$ cat config.mk
export PLATFORM = sky130hd
export DESIGN_NAME = uni_window_decoder
export DESIGN_NICKNAME = d
export VERILOG_FILES = /design/src/rtl/uni_window_decoder.sv
export SDC_FILE = /design/constraint.sdc
export NUM_CORES = 1
export LEC_CHECK = 0
export ABC_AREA = 1
export BUFFER_PORTS_ARGS = -buffer_cell sky130_fd_sc_hd__buf_2
export CAP_MARGIN = 5
export CORE_MARGIN = 2
export CORE_UTILIZATION = 35
export DETAILED_ROUTE_END_ITERATION = 6
export HOLD_SLACK_MARGIN = 0.12
export PLACE_DENSITY = 0.61
export SLEW_MARGIN = 40
export SYNTH_ARGS = -nofsm -noshare
export SYNTH_HDL_FRONTEND = slang
export SYNTH_SLANG_ARGS = --single-unit
$ cat constraint.sdc
create_clock -name clk -period 2.6 [get_ports clk]
set_input_delay 0.13 -clock clk [delete_from_list [all_inputs] [get_ports clk]]
set_output_delay 0.13 -clock clk [all_outputs]
set_load 0.005 [all_outputs]
$ cat src/rtl/uni_window_decoder.sv
// Unipolar bitstream decoder: counts ones over 2^WLOG valid samples behind a start/busy/done handshake.
// Define UNI_WINDOW_DECODER_BIPOLAR_EN to report 2*ones - 2^WLOG as a two's-complement value instead.
module uni_window_decoder #(
    parameter int WLOG = 8,
    parameter int CONT = 0
) (
    input  logic            clk,
    input  logic            rst_n,
    input  logic            start,
    input  logic            in,
    input  logic            in_valid,
    output logic            busy,
    output logic            done,
`ifdef UNI_WINDOW_DECODER_BIPOLAR_EN
    output logic [WLOG+1:0] out
`else
    output logic [WLOG:0]   out
`endif
);

    typedef enum logic [1:0] {
        IDLE = 2'd0,
        RUN  = 2'd1,
        DONE = 2'd2
    } state_t;

    localparam logic [WLOG-1:0] SC_LAST = '1;

    state_t          state_reg;
    logic [WLOG-1:0] sc_reg;
    logic [WLOG:0]   oc_reg;
    logic [WLOG:0]   oc_next;

    // Count including the current sample, so the last sample lands directly in out.
    assign oc_next = oc_reg + {{WLOG{1'b0}}, in};

`ifdef UNI_WINDOW_DECODER_BIPOLAR_EN
    localparam logic [WLOG+1:0] HALF_SCALE = (WLOG+2)'(1) << WLOG;
    logic [WLOG+1:0] out_next;
    assign out_next = {oc_next, 1'b0} - HALF_SCALE;
`else
    logic [WLOG:0] out_next;
    assign out_next = oc_next;
`endif

    always_ff @(posedge clk or negedge rst_n) begin
        if (!rst_n) begin
            state_reg <= IDLE;
            sc_reg    <= '0;
            oc_reg    <= '0;
            busy      <= 1'b0;
            done      <= 1'b0;
            out       <= '0;
        end else begin
            done <= 1'b0;
            case (state_reg)
                IDLE: begin
                    if (start) begin
                        state_reg <= RUN;
                        busy      <= 1'b1;
                        sc_reg    <= '0;
                        oc_reg    <= '0;
                    end
                end
                RUN: begin
                    if (in_valid) begin
                        if (sc_reg == SC_LAST) begin
                            state_reg <= DONE;
                            busy      <= 1'b0;
                            done      <= 1'b1;
                            out       <= out_next;
                        end else begin
                            sc_reg <= sc_reg + 1'b1;
                            oc_reg <= oc_next;
                        end
                    end
                end
                DONE: begin
                    // Samples presented here are dropped; re-arm clears counters for the next window.
                    if ((CONT != 0) || start) begin
                        state_reg <= RUN;
                        busy      <= 1'b1;
                        sc_reg    <= '0;
                        oc_reg    <= '0;
                    end else begin
                        state_reg <= IDLE;
                    end
                end
                default: begin
                    state_reg <= IDLE;
                    busy      <= 1'b0;
                end
            endcase
        end
    end

endmodule

==> key figures, run 1 <==
Run status
  • Outcome: finished clean

Setup path
  • CP required: about 2.8 ns
  • Crit path buffers/inverters: 2
  • Crit path kind: reg -> reg
  • CP cell instances: inv_2 -> nor2_4 -> nand4_1 -> inv_1 -> nand2_1 -> nand2_1
  • CP most frequent cell: nand2_1
  • CP max-delay cell: dfrtp_1
  • CP arrival: between 2 and 2.5 ns
  • Critical Path Source Type: register
  • Max incr delay on CP: 0.65 ns
  • Element type at the critical path end: register
  • Critical path peak fanout: 15
  • Cell family with most CP delay: simple AND/OR/NAND/NOR gates

Synth
  • Synthesized flop and latch total: 30
  • Post-synth EDFFs: 0
  • Most frequent cell after synthesis: nand2_1
  • Synth Flop Type: dfrtp_1
  • Top cell type by total area after synthesis: dfrtp_1
  • Cells after synthesis: between 200 and 250
  • Post-synthesis sequential area ratio: 0.480
  • Distinct cells, synth: 23
  • Ys async rst share: 1.00
  • Synth top area cells: dfrtp_1 (48%), nand2_1 (24%), nor2_1 (4.3%)
  • Ys Warns: 0
  • Mapped cell area: approximately 1600 sq um
  • Post-synth top area share: 0.480
  • Syn_area_per_cell: approximately 7.3 sq um
  • Mapped Nets: roughly 220
  • Commonest cells in the netlist: nand2_1 (99), dfrtp_1 (30), nor2_1 (18), inv_1 (15), nand3_1 (12)

Drt
  • Drt wl/cell: between 10 and 15 um
  • Vias per cell: approximately 4.6
  • DRT iter0 DRCs: 66
  • Final WL: approximately 3200 um
  • Pre-Repair DR Iteration Count: 4
  • Routed Antenna Nets: 0
  • DR vias: 1,314
  • DRC viols: 0

Placed design
  • Number of I/O port buffers: 15
  • Placed Area: roughly 1700 sq um
  • DP Wirelength: about 2300 um
  • Dpl ws: 0.499 ns
  • Final Wtd Congestion: 0.798

Min path
  • Hold WC Path Type: in -> reg

Floorplanning
  • Placeable Area: between 4000 and 5000 sq um
  • Die Span X: 70.8 um
  • Ports: 16
  • DIE AREA: ~5000 sq um
  • Rows: 24
  • Starting Density: 0.362
  • Die height: just over 70 um

Timing
  • Max Fclk: 0.473 GHz
  • Final Hold Viols: 0
  • Fin crit share: 0.812
  • Final setup margin: slightly below 0.5 ns
  • Setup Viol. Count Final: 0
  • Fin Clk Skew: roughly 0.0023 ns
  • Headroom to the max-slew limit: 0.567
  • Setup_tns: 0 ns
  • Worst slew pin tran: 0.649 ns
  • Minimum clock period: 2.11 ns
  • Unrepaired setup endpoints after global routing: no
  • Max-slew violation total from the final report: 0

Clocking
  • CTS buffer count: 5
  • Worst-path clk slew: around 0.060 ns
  • Post-CTS setup buffer count: 0
  • Root Driver: clkbuf_8
  • Deepest level of the CTS H-tree: 2
  • CTS tree: yes
  • Clock tree buffer depth: 2
  • Total clock sinks: 30
  • Post-cts resize count: 0
  • Clk_lat worst skew: 0.27 ns
  • Cts hold-fix bufs: 2

Power
  • P per Cell Area: 692 nW/um^2
  • Worst vdd ir: about 0.36 mV
  • Lkg Pwr: 0.995 nW
  • Total power: between 1 and 1.5 mW

Finish
  • Final #Nets: between 200 and 250
  • P&R area growth vs syn: 14.5%
  • Design Area, Final: roughly 1800 sq um
  • N_diodes: 0
  • Final design utilization: 0.414
  • Layout cells sized above 1: 0.132

GRT
  • Largest net degree at the start of global routing: 31
  • First-pass GRT wire length: 5750 um
  • Vias in the first global route: about 1,200
  • Initial antenna violation count: 0
  • GRT Util Overall: 0.148
  • Total grt overflow: 0

Flow run
  • Maxcap violations: 0
## routing by layer
layer | track usage | share of wire | wire length, um | vias up
li1 | - | - | - | 710
met1 | 0.205 | 0.51 | 1640 | 580
met2 | 0.212 | 0.45 | 1430 | 22
met3 | 0.0413 | 0.032 | 103 | 2
met4 | 0.0755 | 0.015 | 47 | 0
met5 | 0 | 0 | 0 | -
## metrics by stage
| stage | hold WS [ns] | instances |
|---|---|---|
| after global placement | 0.203 | 276 |
| after detailed placement | 0.205 | 276 |
| final | 0.218 | 286 |
| after global routing | 0.229 | 286 |
| after floorplan | -0.166 | 213 |
| after CTS | 0.208 | 286 |
## cell type report
type,count,area [sq um]
fill,478,2530
sequential,30,751
multi-input combinational,162,724
timing repair buffer,17,95.1
clock buffer,7,86.3
tap,52,65.1
inverter,17,63.8
clock inverter,1,5.00
## kinds of logic (layout without fill, tap and decap cells)
| family | count (synthesis) | after routing | share of synthesized area |
|---|---|---|---|
| AND/OR/NAND/NOR | 144 | 144 | 0.385 |
| XOR/XNOR | 1 | 1 | 0.00560 |
| buffers and inverters | 21 | 42 | 0.0568 |
| adder cells (fa/ha/maj) | 3 | 3 | 0.0240 |
| AO/OA/AOI/OAI | 14 | 14 | 0.0488 |
| flip-flops | 30 | 30 | 0.480 |
## power breakdown
| group | switching (mW) | internal, mW | total [mW] |
|---|---|---|---|
| sequential | 0.0676 | 0.534 | 0.602 |
| combinational | 0.158 | 0.102 | 0.260 |
| clock | 0.165 | 0.213 | 0.378 |
| total | 0.390 | 0.849 | 1.24 |
## final timing paths
kind / from / to / slack (ns) / cells after the start
setup / recovery: state_reg[0] / out[1] / 0.49 / 6
hold / removal: in / out[0] / 0.22 / 4
setup reg to reg: state_reg[0] / out[1] / 0.49 / 6
hold reg to reg: out[4] / out[4] / 0.48 / 2
max in group asynchronous: rst_n / out[3] / 1.76 / 2
min in group asynchronous: rst_n / busy / 0.41 / 2
## layout by cell type (no fill, tap or decap)
cell,instances
buf_2,15
ha_1,3
o21a_1,1
dfrtp_1,30
nand2_1,99
a21oi_1,6
nand2_4,1
nand2_2,1
nor2_4,1
nand3_1,12
dlygate4sd3_1,2
nand4_1,8
a21oi_2,1
nor2_1,18
xnor2_1,1
inv_1,15
clkbuf_1,1
nor3_1,1
inv_2,2
o21ai_0,4
or2_2,1
o21ai_1,2
clkbuf_8,6
nor2_2,2
clkinv_2,1
## tightest hold or removal path: stages
cell and delay (ns):
buf_2 0.08, ha_1 0.15, nand2_1 0.06, nand2_1 0.05
Power figures use the tool's default switching activity.
==> run 2: changes to the inputs <==
==> constraint.sdc (replaced) <==
create_clock -name clk -period 2 [get_ports clk]
set_input_delay 0.1 -clock clk [delete_from_list [all_inputs] [get_ports clk]]
set_output_delay 0.1 -clock clk [all_outputs]
set_load 0.005 [all_outputs]
==> run 2 against run 1 <==
  * Via count is 2.8% higher
  * Design area up 0.84%
  * Fmax is 23% higher
  * Routed wire length is 3.4% higher
  * Core utilization rose by 0.35 points
  * Largest cell class unchanged
  * Sequential power rose by 29%
  * Critical endpoint is now out[5]
  * Total power grew 33%
  * Global-route usage up 0.50 points
  * Final cell count is 0.70% higher
  * Combinational power rose by 35%
  * Highest routed layer unchanged
  * Sequential cell count unchanged
==> key figures, run 2 (same netlist as run 1, synthesis figures left out) <==
Run status
  • Outcome: finished clean

Finish
  • Most common library cell in the layout ignoring fill and taps: nand2_1
  • Fillers: 456
  • Layout cells sized above 1: 0.140
  • Final design utilization: 0.418
  • Most frequent cells in the layout: nand2_1 (99), dfrtp_1 (30), nor2_1 (18), inv_1 (15), buf_2 (15)
  • N_diodes: 0
  • Final #Nets: 243
  • P&R area growth vs syn: 15.4%

Setup path
  • Critical path peak fanout: 9
  • Critical Path Source Type: register
  • Crit path kind: reg -> reg
  • CP required: 2.18 ns
  • CP arrival: approximately 1.9 ns
  • Worst R2R Setup Slack: 0.28 ns
  • Element type at the critical path end: register

Timing
  • Max-slew violation total from the final report: 0
  • Fin crit share: 0.861
  • Setup_tns: 0 ns
  • Worst slew pin tran: 0.648 ns
  • Final Hold Viols: 0
  • Max Fclk: ~0.58 GHz
  • Setup Viol. Count Final: 0
  • Headroom to the max-slew limit: 0.568
  • Minimum clock period: between 1.5 and 2 ns
  • Fin Clk Skew: around 0.0053 ns
  • Unrepaired setup endpoints after global routing: no

Clocking
  • Root Driver: clkbuf_8
  • CTS buffer count: 5
  • Deepest level of the CTS H-tree: 2
  • Post-CTS setup buffer count: 0
  • Total clock sinks: 30
  • Clock tree buffer depth: 2
  • Post-cts resize count: 0
  • Cts hold-fix bufs: 2
  • CTS tree: yes
  • Worst-path clk slew: approximately 0.070 ns
  • Clk_lat worst skew: just under 0.3 ns

Placed design
  • DP Wirelength: 2390 um
  • Number of I/O port buffers: 15
  • Final Wtd Congestion: between 0.7 and 0.8

Floorplanning
  • Ports: 16
  • Rows: 24
  • Starting Density: 0.362
  • Placeable Area: 4320 sq um
  • DIE AREA: between 5000 and 6000 sq um
  • Die Span X: ~71 um
  • Die height: approximately 70 um

Drt
  • Pre-Repair DR Iteration Count: 4
  • Drt wl/cell: ~12 um
  • DR vias: ~1,400
  • DRC viols: 0
  • Routed Antenna Nets: 0
  • Vias per cell: 4.69
  • Final WL: 3330 um
  • DRT iter0 DRCs: 67

Power
  • Lkg Pwr: 1.00 nW
  • Worst vdd ir: 0.355 mV
  • P per Cell Area: approximately 900 nW/um^2

Flow run
  • Maxcap violations: 0

GRT
  • Vias in the first global route: approximately 1,400
  • Total grt overflow: 0
  • Largest net degree at the start of global routing: 31
  • GRT Util Overall: 0.153
  • First-pass GRT wire length: approximately 6000 um
  • Initial antenna violation count: 0

Min path
  • Hold WC Path Type: in -> reg
[run 2: changes by cell type in the layout (fill, tap and decap cells not counted)]
cell	previous run	this run
buf_4	0	2
[run 2: per-layer routing]
metal  routed length (um)  global-route usage  up-vias
met1                 1730               0.205      609
met3                  110              0.0499        4
met5                    0                   0        -
li1                     -                   -      712
met2                 1430               0.226       26
met4                   61              0.0692        0
[run 2: worst max-delay path, stage by stage, from the launching register on]
cell,delay (ns)
dfrtp_1,0.39
ha_1,0.19
nand2_1,0.11
nor2_2,0.18
nand4_1,0.34
buf_4,0.29
nand2_1,0.06
nand2_1,0.05
[run 2: layout make-up]
cell class                 count  area, sq um  share of cell area
clock buffer                   7         86.3              0.0478
clock inverter                 1         5.00             0.00277
inverter                      17         63.8              0.0353
multi-input combinational    162          724               0.401
sequential                    30          751               0.416
tap                           52         65.1              0.0360
timing repair buffer          19          110              0.0610
[run 2: metrics by stage]
stage	setup slack [ns]	std cells	power [mW]	hold WS (ns)	instance area, sq um
6_report	0.279	288	1.64	0.166	1810
5_1_grt	0.0692	288	1.76	0.184	1810
4_1_cts	0.287	288	1.66	0.157	1810
3_5_place_dp	0.309	278	1.14	0.175	1690
3_3_place_gp	0.393	278	1.14	0.185	1690
2_1_floorplan	0.561	213	1.04	-0.196	1560
[run 2: path summary, 6_finish.rpt]
path,from,end,depth (start not counted)
setup / recovery,sc_reg[0],out[5],7
hold / removal,in,out[0],4
setup reg to reg,sc_reg[0],out[5],7
hold reg to reg,out[7],out[7],2
max in group asynchronous,rst_n,oc_reg[5],2
min in group asynchronous,rst_n,oc_reg[2],2
[run 2: power by group]
group          leakage, nW  internal (mW)  switching, mW  total, mW
clock               0.0482          0.277          0.237      0.514
combinational        0.551          0.135          0.216      0.351
sequential           0.405          0.694         0.0853      0.779
